`config.mk`:
```
export PLATFORM = sky130hd
export DESIGN_NAME = serial_operand_tx
export DESIGN_NICKNAME = d
export VERILOG_FILES = /design/src/rtl/serial_operand_tx.sv
export SDC_FILE = /design/constraint.sdc
export NUM_CORES = 1
export LEC_CHECK = 0
export ABC_AREA = 1
export CAP_MARGIN = 30
export CORE_ASPECT_RATIO = 1.2
export CORE_MARGIN = 1
export CORE_UTILIZATION = 40
export CTS_CLUSTER_SIZE = 30
export DETAILED_ROUTE_END_ITERATION = 8
export PLACE_DENSITY_LB_ADDON = 0.3
export SLEW_MARGIN = 0
export SYNTH_ARGS = -nofsm -noshare
export SYNTH_HDL_FRONTEND = slang
export SYNTH_SLANG_ARGS = --single-unit
```
`constraint.sdc`:
```
create_clock -name clk -period 2.25 [get_ports clk]
set_clock_uncertainty 0.15 [all_clocks]
set_input_delay 0.225 -clock clk [delete_from_list [all_inputs] [get_ports clk]]
set_output_delay 0.225 -clock clk [all_outputs]
set_load 0.01 [all_outputs]
```
`src/rtl/serial_operand_tx.sv`:
```
// Parallel-to-serial operand feeder for a bit-serial adder: captures an a/b pair,
// streams it one bit per cycle with first/last framing, then pulses done.
// Bit order: LSB first by default; define SERIAL_MSB_FIRST_EN for MSB first.
//
// state   | meaning
// --------+-----------------------------------------------------------
// S_IDLE  | waiting for in_valid; in_ready=1, serial outputs low
// S_SHIFT | one operand bit per cycle on a/b with bit_valid=1
// S_DONE  | single cycle after the last bit; done=1, in_ready=0
module serial_operand_tx #(
   parameter int WIDTH = 8
) (
   input  logic             clk,
   input  logic             reset_n,
   input  logic             in_valid,
   output logic             in_ready,
   input  logic [WIDTH-1:0] a_in,
   input  logic [WIDTH-1:0] b_in,
   output logic             a,
   output logic             b,
   output logic             bit_valid,
   output logic             first,
   output logic             last,
   output logic             done
);

   localparam int CW = $clog2(WIDTH);
   localparam logic [CW-1:0] CNT_LAST = CW'(WIDTH - 1);
   localparam logic [CW-1:0] CNT_PRE  = CW'(WIDTH - 2);

`ifdef SERIAL_MSB_FIRST_EN
   localparam int HEAD = WIDTH - 1;
`else
   localparam int HEAD = 0;
`endif

   typedef enum logic [1:0] {
      S_IDLE  = 2'd0,
      S_SHIFT = 2'd1,
      S_DONE  = 2'd2
   } state_t;

   state_t          state;
   logic [WIDTH-1:0] sr_a;
   logic [WIDTH-1:0] sr_b;
   logic [CW-1:0]    cnt;

   // Move the next bit to emit into the HEAD position.
   function automatic logic [WIDTH-1:0] advance(input logic [WIDTH-1:0] v);
`ifdef SERIAL_MSB_FIRST_EN
      return v << 1;
`else
      return v >> 1;
`endif
   endfunction

   always_ff @(posedge clk or negedge reset_n) begin
      if (!reset_n) begin
         state     <= S_IDLE;
         sr_a      <= '0;
         sr_b      <= '0;
         cnt       <= '0;
         in_ready  <= 1'b1;
         a         <= 1'b0;
         b         <= 1'b0;
         bit_valid <= 1'b0;
         first     <= 1'b0;
         last      <= 1'b0;
         done      <= 1'b0;
      end else begin
         case (state)
            S_IDLE: begin
               a         <= 1'b0;
               b         <= 1'b0;
               bit_valid <= 1'b0;
               first     <= 1'b0;
               last      <= 1'b0;
               done      <= 1'b0;
               in_ready  <= 1'b1;
               if (in_valid && in_ready) begin
                  // Bit 0 of the word is presented straight off the handshake edge.
                  sr_a      <= advance(a_in);
                  sr_b      <= advance(b_in);
                  a         <= a_in[HEAD];
                  b         <= b_in[HEAD];
                  bit_valid <= 1'b1;
                  first     <= 1'b1;
                  cnt       <= '0;
                  in_ready  <= 1'b0;
                  state     <= S_SHIFT;
               end
            end

            S_SHIFT: begin
               first    <= 1'b0;
               in_ready <= 1'b0;
               if (cnt == CNT_LAST) begin
                  a         <= 1'b0;
                  b         <= 1'b0;
                  bit_valid <= 1'b0;
                  last      <= 1'b0;
                  done      <= 1'b1;
                  state     <= S_DONE;
               end else begin
                  // cnt tracks the bit index currently on a/b.
                  cnt       <= cnt + 1'b1;
                  a         <= sr_a[HEAD];
                  b         <= sr_b[HEAD];
                  sr_a      <= advance(sr_a);
                  sr_b      <= advance(sr_b);
                  bit_valid <= 1'b1;
                  last      <= (cnt == CNT_PRE);
               end
            end

            S_DONE: begin
               a         <= 1'b0;
               b         <= 1'b0;
               bit_valid <= 1'b0;
               first     <= 1'b0;
               last      <= 1'b0;
               done      <= 1'b0;
               in_ready  <= 1'b1;
               state     <= S_IDLE;
            end

            default: begin
               a         <= 1'b0;
               b         <= 1'b0;
               bit_valid <= 1'b0;
               first     <= 1'b0;
               last      <= 1'b0;
               done      <= 1'b0;
               in_ready  <= 1'b1;
               cnt       <= '0;
               state     <= S_IDLE;
            end
         endcase
      end
   end

endmodule

```
# [Yosys cells after proc, flatten, opt, wreduce, memory -nomap -nowiden]
# Cells that the tools add are included.
[word_totals] ff_bits=28 inputBits=19 output_inout_bits=7 elab_cells=54
[classes] addsub=1 n_eq_ne=7 mux=28 bitwise=1 n_reduce_logical=6
[op_table] cell="8-bit 2-to-1 mux" count=4
[op_table] cell="8-bit one-hot mux with 2 select lines" count=2
[op_table] cell="1-bit 2-to-1 mux" count=12
[op_table] cell="3-bit one-hot mux with 3 select lines" count=1
[op_table] cell="1-bit one-hot mux with 2 select lines" count=4
[op_table] cell="3-bit equality test, second input constant" count=2
[op_table] cell="3-bit 2-to-1 mux" count=2
[op_table] cell="2-bit inequality test, second input constant" count=3
[op_table] cell="3-bit AND reduction" count=2
[op_table] cell="2-bit 2-to-1 mux" count=2
[op_table] cell="2-bit one-hot mux with 2 select lines" count=1
[op_table] cell="3-bit by 1-bit adder with 3-bit output, second input constant" count=1
[op_table] cell="2-bit by 1-bit equality test with 1-bit output, second input constant" count=1
[op_table] cell="2-bit equality test, second input constant" count=1
[op_table] cell="2-bit logical NOT" count=1
[op_table] cell="2-bit AND reduction" count=1
[op_table] cell="2-bit nonzero test" count=1
[op_table] cell="1-bit logical AND" count=1
[op_table] cell="1-bit NOT" count=1

# [Depth between registers and ports, before layout]
[logic_depth] word_depth=3 mapped_depth=8 depth_no_buf=7

# [Least setup slack after synthesis]
# No wires, ideal clock.
[synth_path] kind="register -> register" start="reg cnt[0]" end="reg sr_b[0]" setup_ps=116 arrival_time_ps=1350 required_ps=1984 slack_ps=633 path_stages_with_launch=8 n_path_buf=1 period_less_slack_ps=1617 cell_sequence="dfrtp_1 ha_1 ha_1 inv_1 nand3_4 buf_2 nand3_1 nand2_1"
[synth_between] elab_chain_len=3
[synth_lines] element="from (decl)" line_no="46" source="logic [CW-1:0] cnt;"
[synth_lines] element="from (signal assigned)" line_no="106" source="cnt <= cnt + 1'b1;"
[synth_lines] element="3-bit equality test" line_no="97" source="if (cnt == CNT_LAST) begin"
[synth_lines] element="2-bit inequality test (no line)"
[synth_lines] element="3-bit AND reduction (no line)"
[synth_lines] element="to (signal assigned)" line_no="83" source="sr_b <= advance(b_in);"
[synth_lines] element="to (signal assigned)" line_no="110" source="sr_b <= advance(sr_b);"
[synth_lines] element="to (decl)" line_no="45" source="logic [WIDTH-1:0] sr_b;"
# No other way between the ends.
# A chain may end at the register's enable or synchronous reset.

# [Final worst setup path]
[layout_path] start="reg cnt[0]" end="reg sr_a[0]"
[layout_between] elab_chain_len=3
[layout_lines] element="3-bit equality test" line_no="97"
[layout_lines] element="2-bit inequality test (no line)"
[layout_lines] element="3-bit AND reduction (no line)"
[layout_lines] element="to (signal assigned)" line_no="82" source="sr_a <= advance(a_in);"
[layout_lines] element="to (signal assigned)" line_no="109" source="sr_a <= advance(sr_a);"
[layout_lines] element="to (decl)" line_no="44" source="logic [WIDTH-1:0] sr_a;"
# No other way between the ends.

==> flow_summary_export.csv <==
group,metric,value,unit
synth,yosysSeqAreaShare,52.0,%
routing,wl_met3,71,um
cells_and_area,final_cells,210,
clocking,numCtsBuffers,3,
floorplan,start_util,43.4,%
floorplan,die_h,63.3,um
synth,yosysTopAreaCell,"dfrtp_1",
cells_and_area,nets,199,
synth,syn_inst,152,
outcome,status,"finished, final reports clean",
worst_setup_path,criticalPathCategory,"reg -> reg",
placement,dp_hpwl,1740,um
worst_setup_path,crit_required,2.36,ns
floorplan,fp.dieArea,3360,um2
floorplan,dieWidth,53.1,um
timing,drv_slew,0,
global_route,grt_pass1_wl,4590,um
global_route,grt_use_total,18.1,%
synth,synthDistinctLibCells,16,
timing,tns,0,ns
routing,vias,1062,
routing,wl,2530,um
synth,yosysTopAreaCellShare,49.9,%
cells_and_area,fillers,295,
placement,dp.cells,206,
routing,m1WireLength,1180,um
pwr,p_leak,0.822,nW
pwr,p_per_area,1250,nW/um2
routing,drt_iter0_drc,33,
clocking,post_cts_buffers,0,
synth,yosysWarningCount,0,
worst_setup_path,crit_path_cell_trace,"ha_1 > ha_1 > inv_1 > nand3_4 > nand2_4 > nand2_1 > nand2_1",
synth,syn_area,1250,um2
global_route,grt_pass1_vias,1032,
placement,portBuffers,25,
clocking,clk_latency,0.32,ns
worst_setup_path,critPathMaxFanout,18,
clocking,cts.sinks,26,
timing,rsz0062_at_grt,"false",
routing,drcViolationCount,0,
timing,min_period_over_period,83.2,%
global_route,grt_remaining_overflow,0,
floorplan,num_rows,21,
timing,relSlewSlack,65.4,%
clocking,ctsResizeCount,0,
pwr,ir_drop,0.600,mV
pwr,totalPowerFinal,1.93,mW
synth,ys_top_cells_by_area,"dfrtp_1 (50%), nand2_1 (20%), nand3_1 (12%)",
worst_setup_path,r2r_start,"cnt[0]$_DFFE_PN0P_",
routing,highest-signal-layer,"met4",
routing,wire_per_inst,12.0,um
cells_and_area,final-seq-area,652,um2
worst_setup_path,start_kind,"register",
floorplan,core_area,2890,um2
cells_and_area,drive_above_1_share,6.82,%
cells_and_area,multi_input_area,512,um2
worst_setup_path,worst_ep_arrival_time,1.98,ns
worst_setup_path,r2r_slack,0.38,ns
global_route,grt_max_degree,27,
cells_and_area,final_util,53.3,%
worst_setup_path,critPathMaxStageDelay,0.44,ns
synth,synth-seq-cells,26,
routing,wl_met2,1240,um
clocking,cts.clk_slew.worst_paths,0.14,ns
clocking,cts_tree,"done",
clocking,h-tree-depth,1,
timing,hold_violations,0,
clocking,cts-root-buf,"clkbuf_4",
synth,syn_avg_cell_area,8.25,um2
worst_setup_path,crit_slowest_cell,"dfrtp_1",
worst_setup_path,r2r-end,"sr_a[0]$_DFFE_PN0P_",
routing,first_pass_iters,4,
floorplan,io_pins,26,
clocking,cts_hold_buffers,0,
global_route,antenna_found_initial,0,
cells_and_area,area_growth,23.0,%
timing,finalSetupViolCount,0,
job,drv_cap,0,
worst_setup_path,reg2regPathDepth,7,
timing,fmax,534,MHz
synth,syn-num-nets,174,
timing,tightest_slew,0.517,ns
routing,ant_nets,0,
worst_hold_path,holdCritPathClass,"in -> async",
placement,routabilityCongestion,0.814,
worst_setup_path,crit_path_end_kind,"register",
timing,layout_min_cycle_time,1.87,ns
timing,hold_ws,0.0969,ns
clocking,ctsLongestPathBuffers,2,
routing,via_per_inst,5.06,
cells_and_area,antenna_cells,0,
## per-stage QoR
stage | cell area, um2 | setup slack, ns
finish | 1540 | 0.379
CTS | 1540 | 0.369
floorplan | 1250 | 0.633
global placement | 1510 | 0.445
detailed placement | 1510 | 0.414
global route | 1540 | 0.260
## metal layers
metal | GRT usage (%) | up-vias
li1 | - | 532
met3 | 2.42 | 4
met1 | 24.0 | 509
met5 | 0 | -
met2 | 29.4 | 17
met4 | 6.58 | 0
## critical path, delay by kind of cell (launching register included)
family / cells / cell delay [ns]
fa+ha+maj: 2 / 0.44
simple gates: 4 / 0.62
flops: 1 / 0.44
buf+inv: 1 / 0.17
## worst max-delay path by stage
stage	from	end	slack, ns
final	cnt[0]$_DFFE_PN0P_	sr_a[0]$_DFFE_PN0P_	0.38
after global routing	cnt[0]$_DFFE_PN0P_	sr_b[2]$_DFFE_PN0P_	0.26
after detailed placement	cnt[0]$_DFFE_PN0P_	sr_b[2]$_DFFE_PN0P_	0.41
after CTS	cnt[0]$_DFFE_PN0P_	sr_a[2]$_DFFE_PN0P_	0.37
after global placement	cnt[0]$_DFFE_PN0P_	sr_a[0]$_DFFE_PN0P_	0.44
after floorplan	cnt[0]$_DFFE_PN0P_	sr_b[0]$_DFFE_PN0P_	0.63
## Yosys cell counts (all sizes together)
master / n
dfrtp: 25
buf: 8
nand4: 3
ha: 3
nand3: 30
inv: 7
o21ai: 1
nand2: 69
dfstp: 1
nor2: 5
## cell usage in the layout, fill, tap and decap left out, drive strengths merged
cell	synthesis	routed
nand3	30	30
clkdlybuf4s50	0	25
buf	8	3
nand4	3	3
dfstp	1	1
ha	3	3
o21ai	1	1
dfrtp	25	25
inv	7	7
nor2	5	5
clkbuf	0	4
nand2	69	69
## flip-flops by register name, indices dropped and copies added, names as in the netlist
name / cells
sr_a: 7
sr_b: 7
cnt: 3
state: 2
a: 1
b: 1
bit_valid: 1
done: 1
first: 1
in_ready: 1
last: 1
## cell families (layout without fill, tap and decap cells)
group | after synthesis | in the layout | synth area share (%)
buf+inv | 15 | 39 | 7.18
fa+ha+maj | 3 | 3 | 2.99
flops | 26 | 26 | 52.0
simple gates | 107 | 107 | 37.4
compound gates | 1 | 1 | 0.399
## power breakdown
group	internal (mW)	switching [mW]
Combinational	0.368	0.552
Clock	0.0989	0.137
Sequential	0.668	0.103
## layout make-up
class | count | area share [%]
repair buffers | 28 | 17.7
clock buffers | 4 | 2.35
well taps | 34 | 2.76
inverters | 7 | 1.70
flip-flops and latches | 26 | 42.3
multi-input cells | 111 | 33.2
Power figures use the tool's default switching activity.
